[config.mk]
export PLATFORM = sky130hd
export DESIGN_NAME = multicycle_control
export DESIGN_NICKNAME = d
export VERILOG_FILES = /design/src/rtl/multicycle_control.sv
export SDC_FILE = /design/constraint.sdc
export NUM_CORES = 1
export LEC_CHECK = 0
export ABC_CLOCK_PERIOD_IN_PS = 4300
export CORE_MARGIN = 4
export CORE_UTILIZATION = 40
export CTS_BUF_LIST = sky130_fd_sc_hd__clkbuf_8
export DETAILED_ROUTE_END_ITERATION = 12
export PLACE_DENSITY = 0.89
export SYNTH_ARGS = -nofsm -noshare
export SYNTH_HDL_FRONTEND = slang
export SYNTH_SLANG_ARGS = --single-unit
[constraint.sdc]
create_clock -name Clk -period 4.3 [get_ports Clk]
set_input_delay 1.29 -clock Clk [delete_from_list [all_inputs] [get_ports Clk]]
set_output_delay 1.29 -clock Clk [all_outputs]
set_load 0.02 [all_outputs]
[src/rtl/multicycle_control.sv]
// Control sequencer for a shared-memory, shared-ALU multi-cycle MIPS-subset datapath.
// Optional feature macro: MCC_ADDI_EN builds the ADDI_EXEC/ADDI_WB path for OP_ADDI.
module multicycle_control (
    input  logic       Clk,
    input  logic       Reset_n,
    input  logic [5:0] Opcode,
    input  logic       Zero,
    input  logic       Mem_ready,
    output logic       PC_en,
    output logic       IorD,
    output logic       Mem_read,
    output logic       Mem_write,
    output logic       IR_write,
    output logic       Reg_dst,
    output logic       Mem_to_reg,
    output logic       Reg_write,
    output logic       ALU_src_a,
    output logic [1:0] ALU_src_b,
    output logic [1:0] ALU_op,
    output logic [1:0] PC_source,
    output logic       Instr_done,
    output logic       Illegal_op,
    output logic [3:0] State
);

    localparam logic [5:0] OP_RTYPE = 6'h00;
    localparam logic [5:0] OP_LW    = 6'h23;
    localparam logic [5:0] OP_SW    = 6'h2B;
    localparam logic [5:0] OP_BEQ   = 6'h04;
    localparam logic [5:0] OP_J     = 6'h02;
    localparam logic [5:0] OP_ADDI  = 6'h08;

    localparam logic [1:0] SRCB_B      = 2'b00;
    localparam logic [1:0] SRCB_FOUR   = 2'b01;
    localparam logic [1:0] SRCB_IMM    = 2'b10;
    localparam logic [1:0] SRCB_IMM_SH = 2'b11;

    localparam logic [1:0] ALUOP_ADD   = 2'b00;
    localparam logic [1:0] ALUOP_SUB   = 2'b01;
    localparam logic [1:0] ALUOP_FUNCT = 2'b10;

    localparam logic [1:0] PCSRC_ALU    = 2'b00;
    localparam logic [1:0] PCSRC_ALUOUT = 2'b01;
    localparam logic [1:0] PCSRC_JUMP   = 2'b10;

    typedef enum logic [3:0] {
        S_FETCH     = 4'd0,
        S_DECODE    = 4'd1,
        S_MEM_ADDR  = 4'd2,
        S_MEM_READ  = 4'd3,
        S_LW_WB     = 4'd4,
        S_MEM_WRITE = 4'd5,
        S_R_EXEC    = 4'd6,
        S_R_WB      = 4'd7,
        S_BEQ       = 4'd8,
        S_JUMP      = 4'd9,
        S_ADDI_EXEC = 4'd10,
        S_ADDI_WB   = 4'd11,
        S_ILLEGAL   = 4'd12
    } state_t;

    state_t state_q;
    state_t state_d;

    logic       pc_en_s;
    logic       iord_s;
    logic       mem_read_s;
    logic       mem_write_s;
    logic       ir_write_s;
    logic       reg_dst_s;
    logic       mem_to_reg_s;
    logic       reg_write_s;
    logic       alu_src_a_s;
    logic [1:0] alu_src_b_s;
    logic [1:0] alu_op_s;
    logic [1:0] pc_source_s;
    logic       instr_done_s;
    logic       illegal_op_s;

    // Instruction-class dispatch out of DECODE; anything unrecognised is trapped.
    function automatic state_t decode_dispatch(input logic [5:0] op);
        state_t nxt;
        case (op)
            OP_LW, OP_SW: nxt = S_MEM_ADDR;
            OP_RTYPE:     nxt = S_R_EXEC;
            OP_BEQ:       nxt = S_BEQ;
            OP_J:         nxt = S_JUMP;
`ifdef MCC_ADDI_EN
            OP_ADDI:      nxt = S_ADDI_EXEC;
`else
            OP_ADDI:      nxt = S_ILLEGAL;
`endif
            default:      nxt = S_ILLEGAL;
        endcase
        return nxt;
    endfunction

    // State register: reset forces FETCH immediately.
    always_ff @(posedge Clk or negedge Reset_n) begin
        if (!Reset_n) begin
            state_q <= S_FETCH;
        end else begin
            state_q <= state_d;
        end
    end

    // Next-state logic; memory states hold until Mem_ready.
    always_comb begin
        state_d = state_q;
        case (state_q)
            S_FETCH: begin
                if (Mem_ready) begin
                    state_d = S_DECODE;
                end else begin
                    state_d = S_FETCH;
                end
            end
            S_DECODE:   state_d = decode_dispatch(Opcode);
            S_MEM_ADDR: begin
                if (Opcode == OP_LW) begin
                    state_d = S_MEM_READ;
                end else if (Opcode == OP_SW) begin
                    state_d = S_MEM_WRITE;
                end else begin
                    state_d = S_ILLEGAL;
                end
            end
            S_MEM_READ: begin
                if (Mem_ready) begin
                    state_d = S_LW_WB;
                end else begin
                    state_d = S_MEM_READ;
                end
            end
            S_LW_WB:     state_d = S_FETCH;
            S_MEM_WRITE: begin
                if (Mem_ready) begin
                    state_d = S_FETCH;
                end else begin
                    state_d = S_MEM_WRITE;
                end
            end
            S_R_EXEC:    state_d = S_R_WB;
            S_R_WB:      state_d = S_FETCH;
            S_BEQ:       state_d = S_FETCH;
            S_JUMP:      state_d = S_FETCH;
`ifdef MCC_ADDI_EN
            S_ADDI_EXEC: state_d = S_ADDI_WB;
            S_ADDI_WB:   state_d = S_FETCH;
`endif
            S_ILLEGAL:   state_d = S_ILLEGAL;
            default:     state_d = S_ILLEGAL;
        endcase
    end

    // Per-state datapath controls; anything not set in a state stays 0.
    always_comb begin
        pc_en_s      = 1'b0;
        iord_s       = 1'b0;
        mem_read_s   = 1'b0;
        mem_write_s  = 1'b0;
        ir_write_s   = 1'b0;
        reg_dst_s    = 1'b0;
        mem_to_reg_s = 1'b0;
        reg_write_s  = 1'b0;
        alu_src_a_s  = 1'b0;
        alu_src_b_s  = SRCB_B;
        alu_op_s     = ALUOP_ADD;
        pc_source_s  = PCSRC_ALU;
        instr_done_s = 1'b0;
        illegal_op_s = 1'b0;
        case (state_q)
            S_FETCH: begin
                mem_read_s  = 1'b1;
                alu_src_b_s = SRCB_FOUR;
                ir_write_s  = Mem_ready;
                pc_en_s     = Mem_ready;
            end
            S_DECODE: begin
                alu_src_b_s = SRCB_IMM_SH;
            end
            S_MEM_ADDR: begin
                alu_src_a_s = 1'b1;
                alu_src_b_s = SRCB_IMM;
            end
            S_MEM_READ: begin
                mem_read_s = 1'b1;
                iord_s     = 1'b1;
            end
            S_LW_WB: begin
                mem_to_reg_s = 1'b1;
                reg_write_s  = 1'b1;
                instr_done_s = 1'b1;
            end
            S_MEM_WRITE: begin
                mem_write_s  = 1'b1;
                iord_s       = 1'b1;
                instr_done_s = Mem_ready;
            end
            S_R_EXEC: begin
                alu_src_a_s = 1'b1;
                alu_op_s    = ALUOP_FUNCT;
            end
            S_R_WB: begin
                reg_dst_s    = 1'b1;
                reg_write_s  = 1'b1;
                instr_done_s = 1'b1;
            end
            S_BEQ: begin
                alu_src_a_s  = 1'b1;
                alu_op_s     = ALUOP_SUB;
                pc_source_s  = PCSRC_ALUOUT;
                pc_en_s      = Zero;
                instr_done_s = 1'b1;
            end
            S_JUMP: begin
                pc_en_s      = 1'b1;
                pc_source_s  = PCSRC_JUMP;
                instr_done_s = 1'b1;
            end
`ifdef MCC_ADDI_EN
            S_ADDI_EXEC: begin
                alu_src_a_s = 1'b1;
                alu_src_b_s = SRCB_IMM;
            end
            S_ADDI_WB: begin
                reg_write_s  = 1'b1;
                instr_done_s = 1'b1;
            end
`endif
            S_ILLEGAL: begin
                illegal_op_s = 1'b1;
            end
            default: begin
                illegal_op_s = 1'b0;
            end
        endcase
    end

    // Enables and strobes are forced low while reset is held, so an abort writes nothing.
    assign PC_en      = pc_en_s      & Reset_n;
    assign IorD       = iord_s;
    assign Mem_read   = mem_read_s   & Reset_n;
    assign Mem_write  = mem_write_s  & Reset_n;
    assign IR_write   = ir_write_s   & Reset_n;
    assign Reg_dst    = reg_dst_s;
    assign Mem_to_reg = mem_to_reg_s;
    assign Reg_write  = reg_write_s  & Reset_n;
    assign ALU_src_a  = alu_src_a_s;
    assign ALU_src_b  = alu_src_b_s;
    assign ALU_op     = alu_op_s;
    assign PC_source  = pc_source_s;
    assign Instr_done = instr_done_s & Reset_n;
    assign Illegal_op = illegal_op_s & Reset_n;
    assign State      = state_q;

endmodule

==> qor.csv <==
metric;value;unit
outcome;finished clean;
power.switching;0.218;mW
grt_pass1_wl;2820;µm
fin_setup_tns;0;ps
grt_usage;18.5;%
grt_start_max_net_pins;21;
synth_top_area_cell;dfrtp_1;
clkSinkCount;4;
drtAntennaViolNets;0;
insertion_delay;220;ps
seq_area_frac_synth;19.2;%
cts_buffers;3;
yosysMostFrequentCell;nor2_1;
grt_pass1_vias;619;
drc_errors;0;
place.gp.congestion;0.842;
htree_levels;1;
drt_iter0_drc;15;
peakVddDrop;337;µV
area_growth;66.4;%
syn_inst;78;
clock_skew;1.77;ps
antenna_found_initial;0;
max_freq;0.248;GHz
power_frac_comb;62.2;%
synth_area_leaders;dfrtp_1 19%, nor2_1 8.6%, nor3_1 5.8%;
diodes;0;
ys_ff_latch;4;
overflow;0;
period_share;93.6;%
synth-edff-count;0;
totalWireLength;1680;µm
period_minus_slack;4030;ps
p_int;0.253;mW
power;0.471;mW
design.portCount;31;
synthArstFlopShare;100;%
core;1170;µm²
maxSlewHeadroom;63.0;%
cts_buffer_depth;2;
cp-end-kind;output port;
cp-start-kind;input port;
initial_utilization;44.6;%
die_x;44.1;µm
yosysWarnings;0;
p_seq_share;20.7;%
via_per_inst;5.87;
wire_per_inst;14.0;µm
cts-resized-gates;0;
yosys.area.top_type_share;19.2;%
p_leak;0.333;nW
drt_pass1_iterations;4;
p_clk_share;17.1;%
hold_viol_final;0;
ys_types;34;
largest_reg_flops;4;
avgSynthCellArea;6.69;µm²
worst_slew_pin_slew;551;ps
dr_wl_met2;789;µm
postCtsHoldBufs;0;
wl_met3;194;µm
cts_tree;yes;
drive_gt1_share;7.55;%
layout.nets;118;
clk_pin_slew_worst_paths;30;ps
synthesis.area;522;µm²
criticalPathCategory;input port to output port;
drv_slew;0;
dieArea;1950;µm²
num_vias;704;
wl_met1;677;µm
post-cts-setup-buffers;0;
rsz0062_at_grt;no;
die_h;44.1;µm
cts-root-buf;clkbuf_8;
post-dp-hpwl;1180;µm
drv_cap;0;
syn_nets;88;
synth_common_cells;12 x nor2_1, 6 x nand2_1, 6 x nor3_1;
yosys_most_used_dff;dfrtp_1;
highest_layer;met4;
cp_max_fo;2;
required;3010;ps
switching_share;46.3;%
finalSetupViolCount;0;
io_buffers;30;
p_per_area;542;nW/µm²
hold_class;flip-flop to flip-flop;
row_count;12;
cp.arrival;2740;ps
==> worst paths after layout <==
kind	to	cells past startpoint	start	slack [ps]
setup reg to reg	State[1]	4	State[0]	2700
hold / removal	State[0]	1	State[3]	760
min in group asynchronous	State[2]	2	Reset_n	1550
max in group asynchronous	State[0]	2	Reset_n	2650
hold reg to reg	State[0]	1	State[3]	760
setup / recovery	Instr_done	5	Mem_ready	270
==> cell usage in the layout, fill, tap and decap left out, types with 2 or more instances in the layout <==
cell | netlist | layout
a21oi_1 | 4 | 4
and2_1 | 3 | 3
and3_1 | 4 | 4
and4_1 | 2 | 2
buf_4 | 0 | 2
clkbuf_8 | 0 | 3
clkdlybuf4s50_1 | 0 | 30
dfrtp_1 | 4 | 4
nand2_1 | 6 | 6
nor2_1 | 12 | 12
nor2b_1 | 3 | 3
nor3_1 | 6 | 6
nor3b_1 | 2 | 2
o21a_1 | 2 | 2
o21ai_0 | 4 | 4
==> layout make-up <==
type	instances	area [µm²]
timing repair buffer	32	315
sequential	4	100
tap	14	17.5
clock buffer	3	41.3
multi-input combinational	66	390
inverter	1	3.75
fill	111	303
==> cell families (layout without fill, tap and decap cells) <==
kind of cell,after synthesis,after routing,synth area share (%)
and+or+nand+nor,44,44,44.6
AOI/OAI and AO/OA,19,19,24.9
buffers and inverters,8,36,5.99
DFF,4,4,19.2
xor gates and xnor gates,2,2,3.36
muxes,1,1,1.92
==> layer usage <==
metal  vias to the layer above  track usage (%)
li1                        340                -
met1                       312             23.4
met2                        48             31.4
met3                         4             4.07
met4                         0             4.82
met5                         -                0
==> through the flow <==
step | instances | cell area, µm² | setup WS (ps) | hold WS, ps | util [%]
after floorplan | 78 | 522 | 810 | 853 | -
after global placement | 117 | 827 | 290 | 744 | 70.6
after detailed placement | 117 | 827 | 267 | 742 | 70.6
after CTS | 120 | 868 | 269 | 747 | 74.1
after global routing | 120 | 868 | 133 | 855 | 74.1
final | 120 | 868 | 275 | 763 | 74.1
==> power by group through the flow <==
stage	sequential, mW	combinational (mW)	clock (mW)
after floorplan	0.0705	0.190	0
after global placement	0.0964	0.284	0
after detailed placement	0.0974	0.290	0
after CTS	0.0959	0.293	0.0809
after global routing	0.103	0.317	0.0849
final	0.0975	0.293	0.0804
==> worst max-delay path, stage by stage <==
cell	delay, ps
clkdlybuf4s50_1	470
o21a_1	100
o21ai_0	70
a21boi_0	180
clkdlybuf4s50_1	620
Power figures use the tool's default switching activity.
